`src/rtl/image_buffer_writer.sv`:
```
// Producer side of the ping-pong image BRAM: writes one pixel per word into alternating
// buffers, starts the reader per completed image and frees buffers on the reader's done.
module image_buffer_writer #(
   parameter int unsigned NUM_PIXELS = 784,
   parameter logic [31:0] BASE_ADDR1 = 32'hB000_0000,
   parameter logic [31:0] BASE_ADDR2 = 32'hB000_1000
) (
   input  logic        clk,
   input  logic        reset,
   input  logic [7:0]  pixel_i,
   input  logic        pixel_valid_i,
   output logic        pixel_ready_o,
   output logic        bram_we,
   output logic [31:0] bram_address,
   output logic [31:0] bram_wdata,
   output logic        start_o,
   input  logic        image_done_i,
   output logic        err_o
);

   typedef enum logic {FILL, STALL} state_t;

   localparam logic [9:0] LAST_PIXEL = 10'(NUM_PIXELS - 1);

   state_t     state, state_next;
   logic [1:0] full, full_next;
   logic       wr_sel, wr_sel_next;
   logic       rd_sel, rd_sel_next;
   logic       reader_busy, reader_busy_next;
   logic [9:0] pix_cnt, pix_cnt_next;
   logic       start_next, err_next;
   logic       accept;

   always_ff @(posedge clk or posedge reset) begin
      if (reset) begin
         state       <= FILL;
         full        <= '0;
         wr_sel      <= 1'b0;
         rd_sel      <= 1'b0;
         reader_busy <= 1'b0;
         pix_cnt     <= '0;
         start_o     <= 1'b0;
         err_o       <= 1'b0;
      end else begin
         state       <= state_next;
         full        <= full_next;
         wr_sel      <= wr_sel_next;
         rd_sel      <= rd_sel_next;
         reader_busy <= reader_busy_next;
         pix_cnt     <= pix_cnt_next;
         start_o     <= start_next;
         err_o       <= err_next;
      end
   end

   // Freeing (rd_sel) and filling (wr_sel) the same edge never collide: the writer only
   // completes into a buffer the reader is not holding.
   always_comb begin
      full_next        = full;
      wr_sel_next      = wr_sel;
      rd_sel_next      = rd_sel;
      reader_busy_next = reader_busy;
      pix_cnt_next     = pix_cnt;
      start_next       = 1'b0;
      err_next         = err_o;

      if (accept) begin
         if (pix_cnt == LAST_PIXEL) begin
            pix_cnt_next      = '0;
            full_next[wr_sel] = 1'b1;
            wr_sel_next       = ~wr_sel;
         end else begin
            pix_cnt_next = pix_cnt + 10'd1;
         end
      end

      if (image_done_i) begin
         if (reader_busy) begin
            full_next[rd_sel] = 1'b0;
            rd_sel_next       = ~rd_sel;
            reader_busy_next  = 1'b0;
         end else begin
            err_next = 1'b1;
         end
      end

      if (full[rd_sel] && !reader_busy && !start_o) begin
         start_next       = 1'b1;
         reader_busy_next = 1'b1;
      end

      state_next = full_next[wr_sel_next] ? STALL : FILL;
   end

   always_comb begin
      pixel_ready_o = (state == FILL);
      accept        = pixel_valid_i && (state == FILL);
      bram_we       = 1'b0;
      bram_address  = '0;
      bram_wdata    = '0;
      if (accept) begin
         bram_we      = 1'b1;
         bram_address = (wr_sel ? BASE_ADDR2 : BASE_ADDR1) + {20'b0, pix_cnt, 2'b00};
         bram_wdata   = {24'b0, pixel_i};
      end
   end

endmodule

```
`config.mk`:
```
export PLATFORM = sky130hd
export DESIGN_NAME = image_buffer_writer
export DESIGN_NICKNAME = d
export VERILOG_FILES = /design/src/rtl/image_buffer_writer.sv
export SDC_FILE = /design/constraint.sdc
export NUM_CORES = 1
export LEC_CHECK = 0
export CAP_MARGIN = 30
export CORE_MARGIN = 1
export CORE_UTILIZATION = 37
export CTS_CLUSTER_DIAMETER = 100
export DETAILED_ROUTE_END_ITERATION = 6
export GPL_ROUTABILITY_DRIVEN = 0
export GPL_TIMING_DRIVEN = 0
export MAX_ROUTING_LAYER = met4
export PLACE_DENSITY = 0.8
export SYNTH_ARGS = -nofsm -noshare
export SYNTH_HDL_FRONTEND = slang
export SYNTH_SLANG_ARGS = --single-unit
```
`constraint.sdc`:
```
create_clock -name clk -period 1.6 [get_ports clk]
set_clock_uncertainty 0.1 [all_clocks]
set_input_delay 0.32 -clock clk [delete_from_list [all_inputs] [get_ports clk]]
set_output_delay 0.32 -clock clk [all_outputs]
set_load 0.02 [all_outputs]
```
# After elaboration in Yosys (flattened, before gate mapping)
# Cells that the tools add are included.
[word_totals] word_cells=56 out_inout_bits=68 in_bits=12 ff_bits=18
[op_classes] magnitude_cmp=5 reduce_logical=10 eq_ne=1 n_mux=23 bitwise_logic=7 n_addsub=2
[ops] cell="32-bit by 12-bit adder with 32-bit output" count=1
[ops] cell="32-bit 2-to-1 mux" count=1
[ops] cell="1-bit 2-to-1 mux" count=13
[ops] cell="13-bit 2-to-1 mux" count=1
[ops] cell="10-bit by 1-bit adder with 10-bit output, second input constant" count=1
[ops] cell="10-bit == test, second input constant" count=1
[ops] cell="10-bit 2-to-1 mux" count=1
[ops] cell="2-bit 2-to-1 mux" count=4
[ops] cell="8-bit 2-to-1 mux" count=1
[ops] cell="1-bit by 2-bit < comparator with 1-bit output, second input constant" count=3
[ops] cell="1-bit logical AND" count=5
[ops] cell="1-bit inverter" count=4
[ops] cell="2-bit AND reduction" count=2
[ops] cell="2-bit bitwise AND" count=1
[ops] cell="1-bit demux with 1-bit select" count=2
[ops] cell="1-bit greater-or-equal comparator, second input constant" count=2
[ops] cell="1-bit logical NOT" count=2
[ops] cell="2-bit inverter" count=1
[ops] cell="2-bit OR" count=1
[ops] cell="2-bit nonzero test" count=1

# Depth between registers and ports, before layout
# Gate-level depths: netlist of run 1.
[depth] word_depth=13 depth_mapped=5 depth_no_buf=5

# Least setup slack after synthesis of run 1
# No wires, ideal clock.
[synth_path] kind="register -> output" startpoint="reg state" endpoint="out bram_address[11]" n_path_buf=1 t_arrival_ps=1415 slack_ps=-235 stages_incl_launch_ff=5 t_required_ps=1180 path_cell_list="dfrtp_1 > nand2b_1 > inv_2 > clkbuf_1 > and2_1"
[synth_between] elab_chain_cells=3
[synth_rtl] item="start: declaration" line="25" source="state_t state, state_next;"
[synth_rtl] item="start signal: assignment" line="45" source="state <= state_next;"
[synth_rtl] item="1-bit inverter" line="97" source="accept = pixel_valid_i && (state == FILL);"
[synth_rtl] item="1-bit logical AND" line="97"
[synth_rtl] item="32-bit 2-to-1 mux" line="101" source="if (accept) begin"
[synth_rtl] item="end: declaration" line="14" source="output logic [31:0] bram_address,"
# No other way between the ends.

# Final worst setup path of run 1
# Same ends and word-level chain as after synthesis.

==> results.py, run 1 <==
metrics = {
    "timing": {
        "fin_ws_ns": -0.136,
        "min_period_ns": 1.74,
        "maxClockFrequency_mhz": 576,
        "report.final.hold_viol_count": 0,
        "setup_viol": 23,
        "timing.final.max_slew_violations": 0,
        "worst_slew_pin_slew_ns": 0.678,
        "rsz0062_at_grt": "true",
        "min_period_over_period_pct": 108,
        "setup_tns_ns": -2.44,
        "relSlewSlack_pct": 54.7,
    },
    "final_layout": {
        "antenna_cells": 0,
        "final_nets": 256,
        "layoutNonFillerInstCount": 288,
        "syn2layout_area_growth_pct": 62.9,
        "fillers": 289,
        "drive_gt1_share_pct": 47.1,
    },
    "synthesis": {
        "synth_top_area_share_pct": 34.0,
        "synthCells": 150,
        "ys_seq_area_share_pct": 34.0,
        "synth_most_common_cell": "buf_4",
        "synthTopCellsByCount": "45 x buf_4, 18 x and2_1, 18 x dfrtp_1",
        "yosysWarnings": 0,
        "ys_ff_latch": 18,
        "syn_avg_cell_area_um2": 8.83,
        "synth_ff_type": "dfrtp_1",
        "synth_area_um2": 1330,
        "synth_async_sr_flop_share_pct": 100,
        "synthTopCellsByArea": "dfrtp_1 34%, buf_4 25%, and2_1 8.5%, nand2_1 4.2%, xnor2_1 2.0%",
        "synth-edff-count": 0,
        "synth_area_leader_cell": "dfrtp_1",
        "synth_cell_types": 33,
    },
    "clock_network": {
        "clockBufferDepth": 2,
        "root_buffer": "clkbuf_4",
        "h-tree-depth": 1,
        "tritoncts": "built",
        "cts_sinks": 18,
        "clk_latency_ns": 0.29,
        "numCtsBuffers": 3,
        "clk_pin_slew_ns": 0.10,
        "cts-hold-fix-buffers": 0,
    },
    "detailed_routing": {
        "drtIter0Drc": 15,
        "routedWlPerCell_um": 9.30,
        "vias_per_cell": 3.94,
        "drt-total-wl_um": 2680,
        "dr.pass1.iters": 4,
        "ant_nets": 0,
        "vias": 1136,
        "drc": 0,
    },
    "place": {
        "dp_hpwl_um": 1830,
        "dp.cells": 274,
        "io_buffers": 37,
    },
    "floorplan": {
        "io_pins": 80,
        "initial_utilization_pct": 39.1,
        "core_um2": 3390,
        "rows": 21,
        "die_x_um": 61.8,
        "die_y_um": 61.8,
        "dieArea_um2": 3820,
    },
    "power": {
        "p_sw_uw": 553,
        "clkPwrFrac_pct": 17.8,
        "leakage_nw": 1.16,
        "pwr-share-seq_pct": 38.5,
        "p_total_mw": 1.59,
        "vdd_drop_max_uv": 281,
        "power.density_nw_per_um2": 735,
        "p_sw_share_pct": 34.8,
        "intPower_mw": 1.03,
        "combPwrFrac_pct": 43.6,
    },
    "worst_setup_path": {
        "r2r_end": "pix_cnt[8]",
        "crit_arrival_ns": 1.32,
        "cp.required_ns": 1.18,
        "end_kind": "primary output",
        "cp_max_fo": 7,
        "rr_startpoint": "pix_cnt[1]",
        "rrSetupSlack_ns": 0.02,
        "start_kind": "register",
        "critical_path_class": "register to primary output",
        "reg2reg_depth": 5,
    },
    "grt": {
        "gr-total-overflow": 0,
        "first_global_vias": 924,
        "gr-usage-all-layers_pct": 14.0,
        "grt_max_degree": 19,
        "grt_pass1_wl_um": 3780,
        "antenna_found_initial": 0,
    },
    "min_path": {
        "min_path_type": "input pin to async pin",
    },
    "run_status": {
        "violations": "setup timing",
        "outcome": "finished with violations",
    },
    "job": {
        "max-cap-violations": 0,
    },
}
[cells in the final DEF, fill, tap and decap left out, types with 2 or more instances in the layout]
cell type	Yosys	routed
nand3_1	5	5
conb_1	1	42
xor2_1	2	2
dfrtp_1	18	16
buf_6	0	25
a21oi_1	2	2
o21ai_0	5	5
inv_1	4	4
clkdlybuf4s50_1	0	10
dlygate4sd2_1	0	4
nand4_1	2	2
buf_8	0	4
xnor2_1	3	3
mux2i_1	2	2
nand2_1	15	15
nor2_1	6	5
and2_4	0	17
buf_4	45	51
dfrtp_2	0	2
clkbuf_4	0	3
[final cells by class]
class | count | area, µm² | share of cell area, %
Timing Repair Buffer | 47 | 480 | 22.3
Sequential cell | 18 | 453 | 21.0
Inverter | 5 | 26.3 | 1.22
Multi-Input combinational cell | 121 | 726 | 33.6
Clock buffer | 4 | 36.3 | 1.68
Buffer | 47 | 379 | 17.6
Tap cell | 46 | 57.6 | 2.67
[timing repair]
action,CTS,global route
gates resized for setup,163,19
pin swaps,6,5
gates cloned,2,0
setup endpoints to repair,26,27
hold endpoints to repair,0,0
buffers inserted,3,5
[per-stage QoR]
step	utilization, %	setup slack [ns]	cell area [µm²]	hold slack [ns]
floorplan	-	0.00000910	1480	0.159
global placement	56.4	-1.02	1910	0.340
detailed placement	56.4	-1.05	1910	0.336
CTS	61.2	-0.182	2080	0.345
global route	63.7	-0.196	2160	0.366
finish	63.7	-0.136	2160	0.325
[worst max-delay path: stages, from the launching register on]
cell and delay (ns):
dfrtp_1 0.39, nand2b_4 0.17, inv_8 0.09, buf_8 0.12, and2_2 0.14, buf_6 0.11
[sequential cells by signal (all words and copies together), names as in the netlist]
signal	count
reader_busy	1
wr_sel	1
start_o	1
err_o	1
state	1
rd_sel	1
pix_cnt	10
full	2
[logic make-up after synthesis]
logic type      Yosys count  share of synthesized area (%)
compound gates           11                           4.82
xor+xnor                  6                           4.53
fa+ha+maj                 1                          0.944
buf+inv                  52                           27.5
flops                    18                           34.0
mux                       2                           1.51
other cells               1                          0.283
simple gates             59                           26.4
[power by group through the flow]
stage	Combinational [mW]	Sequential [mW]	Clock (mW)
6_report	0.692	0.611	0.283
3_3_place_gp	0.550	0.615	0
3_5_place_dp	0.557	0.617	0
2_1_floorplan	0.411	0.594	0
4_1_cts	0.620	0.609	0.294
5_1_grt	0.756	0.630	0.306
[metal layers]
layer,vias to the layer above,global-route usage [%],wire length (µm),part of all wire [%]
met2,50,24.4,1340,50
met1,498,15.8,1060,40
li1,584,-,-,-
met4,0,7.62,45,1.7
met5,-,-,0,0
met3,4,1.45,225,8.4
[how the worst max path moves through the flow]
stage                  startpoint               end  slack [ns]  cells past startpoint
finish                      state  bram_address[11]       -0.14                      5
global placement    pixel_valid_i   bram_address[6]       -1.02                      6
detailed placement  pixel_valid_i   bram_address[6]       -1.05                      6
floorplan                   state  bram_address[12]    0.000009                      4
global route                state  bram_address[11]       -0.20                      5
CTS                         state     bram_wdata[4]       -0.18                      5
(Power assumes the default switching activity.)
==> run 2, diff against run 1 <==
CORE_UTILIZATION = 60   (was 37)
DONT_BUFFER_PORTS = 1   (was default)
PLACE_DENSITY = 0.76   (was 0.8)
==> results.py, run 2 (synthesized netlist as in run 1, its figures left out) <==
metrics = {
    "run_status": {
        "outcome": "finished with violations",
        "violations": "setup timing",
    },
    "timing": {
        "min_period_ns": 1.72,
        "fin_ws_ns": -0.125,
        "setup_viol": 25,
        "rsz0062_at_grt": "true",
        "worst_slew_pin_slew_ns": 0.678,
        "timing.final.max_slew_violations": 0,
        "maxClockFrequency_mhz": 580,
        "relSlewSlack_pct": 54.7,
        "min_period_over_period_pct": 108,
        "report.final.hold_viol_count": 0,
    },
    "final_layout": {
        "drive_gt1_share_pct": 46.9,
        "top_regs": "pix_cnt: 10 flops, full: 2 flops",
        "final_nets": 223,
        "layout_common_cells": "53 x buf_4, 42 x conb_1, 18 x and2_4",
        "top_register": "pix_cnt",
        "syn2layout_area_growth_pct": 36.3,
        "final_common_cell": "buf_4",
        "final_util_pct": 89.3,
        "antenna_cells": 0,
        "final_cell_area_um2": 1810,
        "largest_register_ffs": 10,
    },
    "power": {
        "p_sw_share_pct": 38.5,
        "power.density_nw_per_um2": 865,
        "combPwrFrac_pct": 41.9,
        "intPower_uw": 960,
        "pwr-share-seq_pct": 39.8,
        "p_sw_uw": 601,
        "p_total_mw": 1.56,
        "clkPwrFrac_pct": 18.3,
        "leakage_nw": 0.978,
        "vdd_drop_max_uv": 787,
    },
    "worst_setup_path": {
        "start_kind": "register",
        "rr_startpoint": "pix_cnt[4]",
        "crit_arrival_ns": 1.30,
        "critPathCapture": "bram_address[4]",
        "cp.required_ns": 1.18,
        "crit_buf_inv": 2,
        "rrSetupSlack_ns": -0.09,
        "cp-startpoint": "state",
        "cp_max_fo": 10,
        "r2r_end": "state",
        "critPathTopFamily": "flip-flops",
        "cp_slowest_cell": "dfrtp_1",
        "cp_cell_sequence": "nand2b_4, inv_6, clkbuf_8, and2_4",
        "cp.depth": 4,
        "critPathMaxStageDelay_ns": 0.40,
        "end_kind": "primary output",
        "reg2reg_depth": 4,
        "critical_path_class": "register to primary output",
    },
    "place": {
        "dp_hpwl_um": 1980,
        "post-place-ws_ns": -0.145,
        "dpl_cell_area_um2": 1520,
        "io_buffers": 0,
    },
    "detailed_routing": {
        "vias": 1116,
        "ant_nets": 0,
        "vias_per_cell": 4.73,
        "routedWlPerCell_um": 14.4,
        "dr.pass1.iters": 4,
        "drtIter0Drc": 31,
        "drc": 0,
        "drt-total-wl_um": 3400,
    },
    "min_path": {
        "hold_start": "image_done_i",
        "min_path_type": "input pin to register",
        "hold_depth": 1,
    },
    "grt": {
        "grt_pass1_wl_um": 4710,
        "gr-usage-all-layers_pct": 26.8,
        "gr-total-overflow": 0,
        "grtUsageMet3_pct": 7.48,
        "globalRoute.busiestLayer": "met2",
        "grt_max_degree": 19,
        "first_global_vias": 1011,
        "antenna_found_initial": 0,
        "use_met1_pct": 26.9,
        "grtUsageMet2_pct": 48.4,
    },
    "floorplan": {
        "die_x_um": 49.0,
        "dieArea_um2": 2400,
        "rows": 16,
        "io_pins": 80,
        "core_um2": 2020,
        "die_y_um": 49.0,
        "initial_utilization_pct": 65.5,
    },
    "clock_network": {
        "clockBufferDepth": 2,
        "tritoncts": "built",
        "cts_sinks": 18,
        "clk_pin_slew_ns": 0.10,
        "clk_latency_ns": 0.30,
        "numCtsBuffers": 3,
        "h-tree-depth": 1,
        "root_buffer": "clkbuf_4",
    },
    "job": {
        "max-cap-violations": 0,
    },
}
[run 2: cell count changes in the layout (fill, tap and decap cells not counted), sizes merged]
cell	previous run	this run
buf	80	56
clkdlybuf4s50	10	0
dlygate4sd2	4	0
clkbuf	4	7
dlygate4sd3	0	2
[run 2: worst min-delay path by stage]
stage | endpoint | slack, ns
6_report | full[1] | 0.02
4_1_cts | full[1] | 0.01
3_3_place_gp | err_o | 0.24
2_1_floorplan | err_o | 0.16
5_1_grt | full[1] | 0.02
3_5_place_dp | err_o | 0.25
[run 2: through the flow]
| step | setup TNS, ns | hold WS (ns) | instances |
|---|---|---|---|
| 2_1_floorplan | 0 | 0.159 | 191 |
| 3_3_place_gp | -2.14 | 0.237 | 218 |
| 3_5_place_dp | -2.51 | 0.248 | 218 |
| 4_1_cts | -1.96 | 0.0129 | 234 |
| 5_1_grt | -3.49 | 0.0231 | 236 |
| 6_report | -2.39 | 0.0188 | 236 |
[run 2: area by class of cell]
cell class                 count  area (µm²)
multi-input combinational    121         753
sequential                    18         454
buffer                        47         388
fill                         103         216
timing repair buffer          14         116
clock buffer                   4        36.3
tap                           27        33.8
inverter                       5        23.8
[run 2: layer usage]
metal | routed length (µm) | part of all wire, % | vias to the layer above
met5 | 0 | 0 | -
met4 | 102 | 3.0 | 0
met3 | 214 | 6.3 | 17
met2 | 1980 | 58 | 67
met1 | 1100 | 32 | 517
li1 | - | - | 515
[run 2: repair_timing]
| item | 4_1_cts | 5_1_grt |
|---|---|---|
| setup endpoints to repair | 25 | 27 |
| gates cloned | 1 | 0 |
| hold endpoints to repair | 19 | 0 |
| gates resized for setup | 51 | 10 |
| setup buffers | 9 | 2 |
| hold buffers | 2 | 0 |
| pin swaps | 14 | 4 |
[run 2: power groups by stage]
stage / logic, mW / clock network (mW) / registers, mW
4_1_cts: 0.602 / 0.293 / 0.601
6_report: 0.654 / 0.286 / 0.621
5_1_grt: 0.697 / 0.303 / 0.624
3_5_place_dp: 0.447 / 0 / 0.619
3_3_place_gp: 0.434 / 0 / 0.615
2_1_floorplan: 0.411 / 0 / 0.594
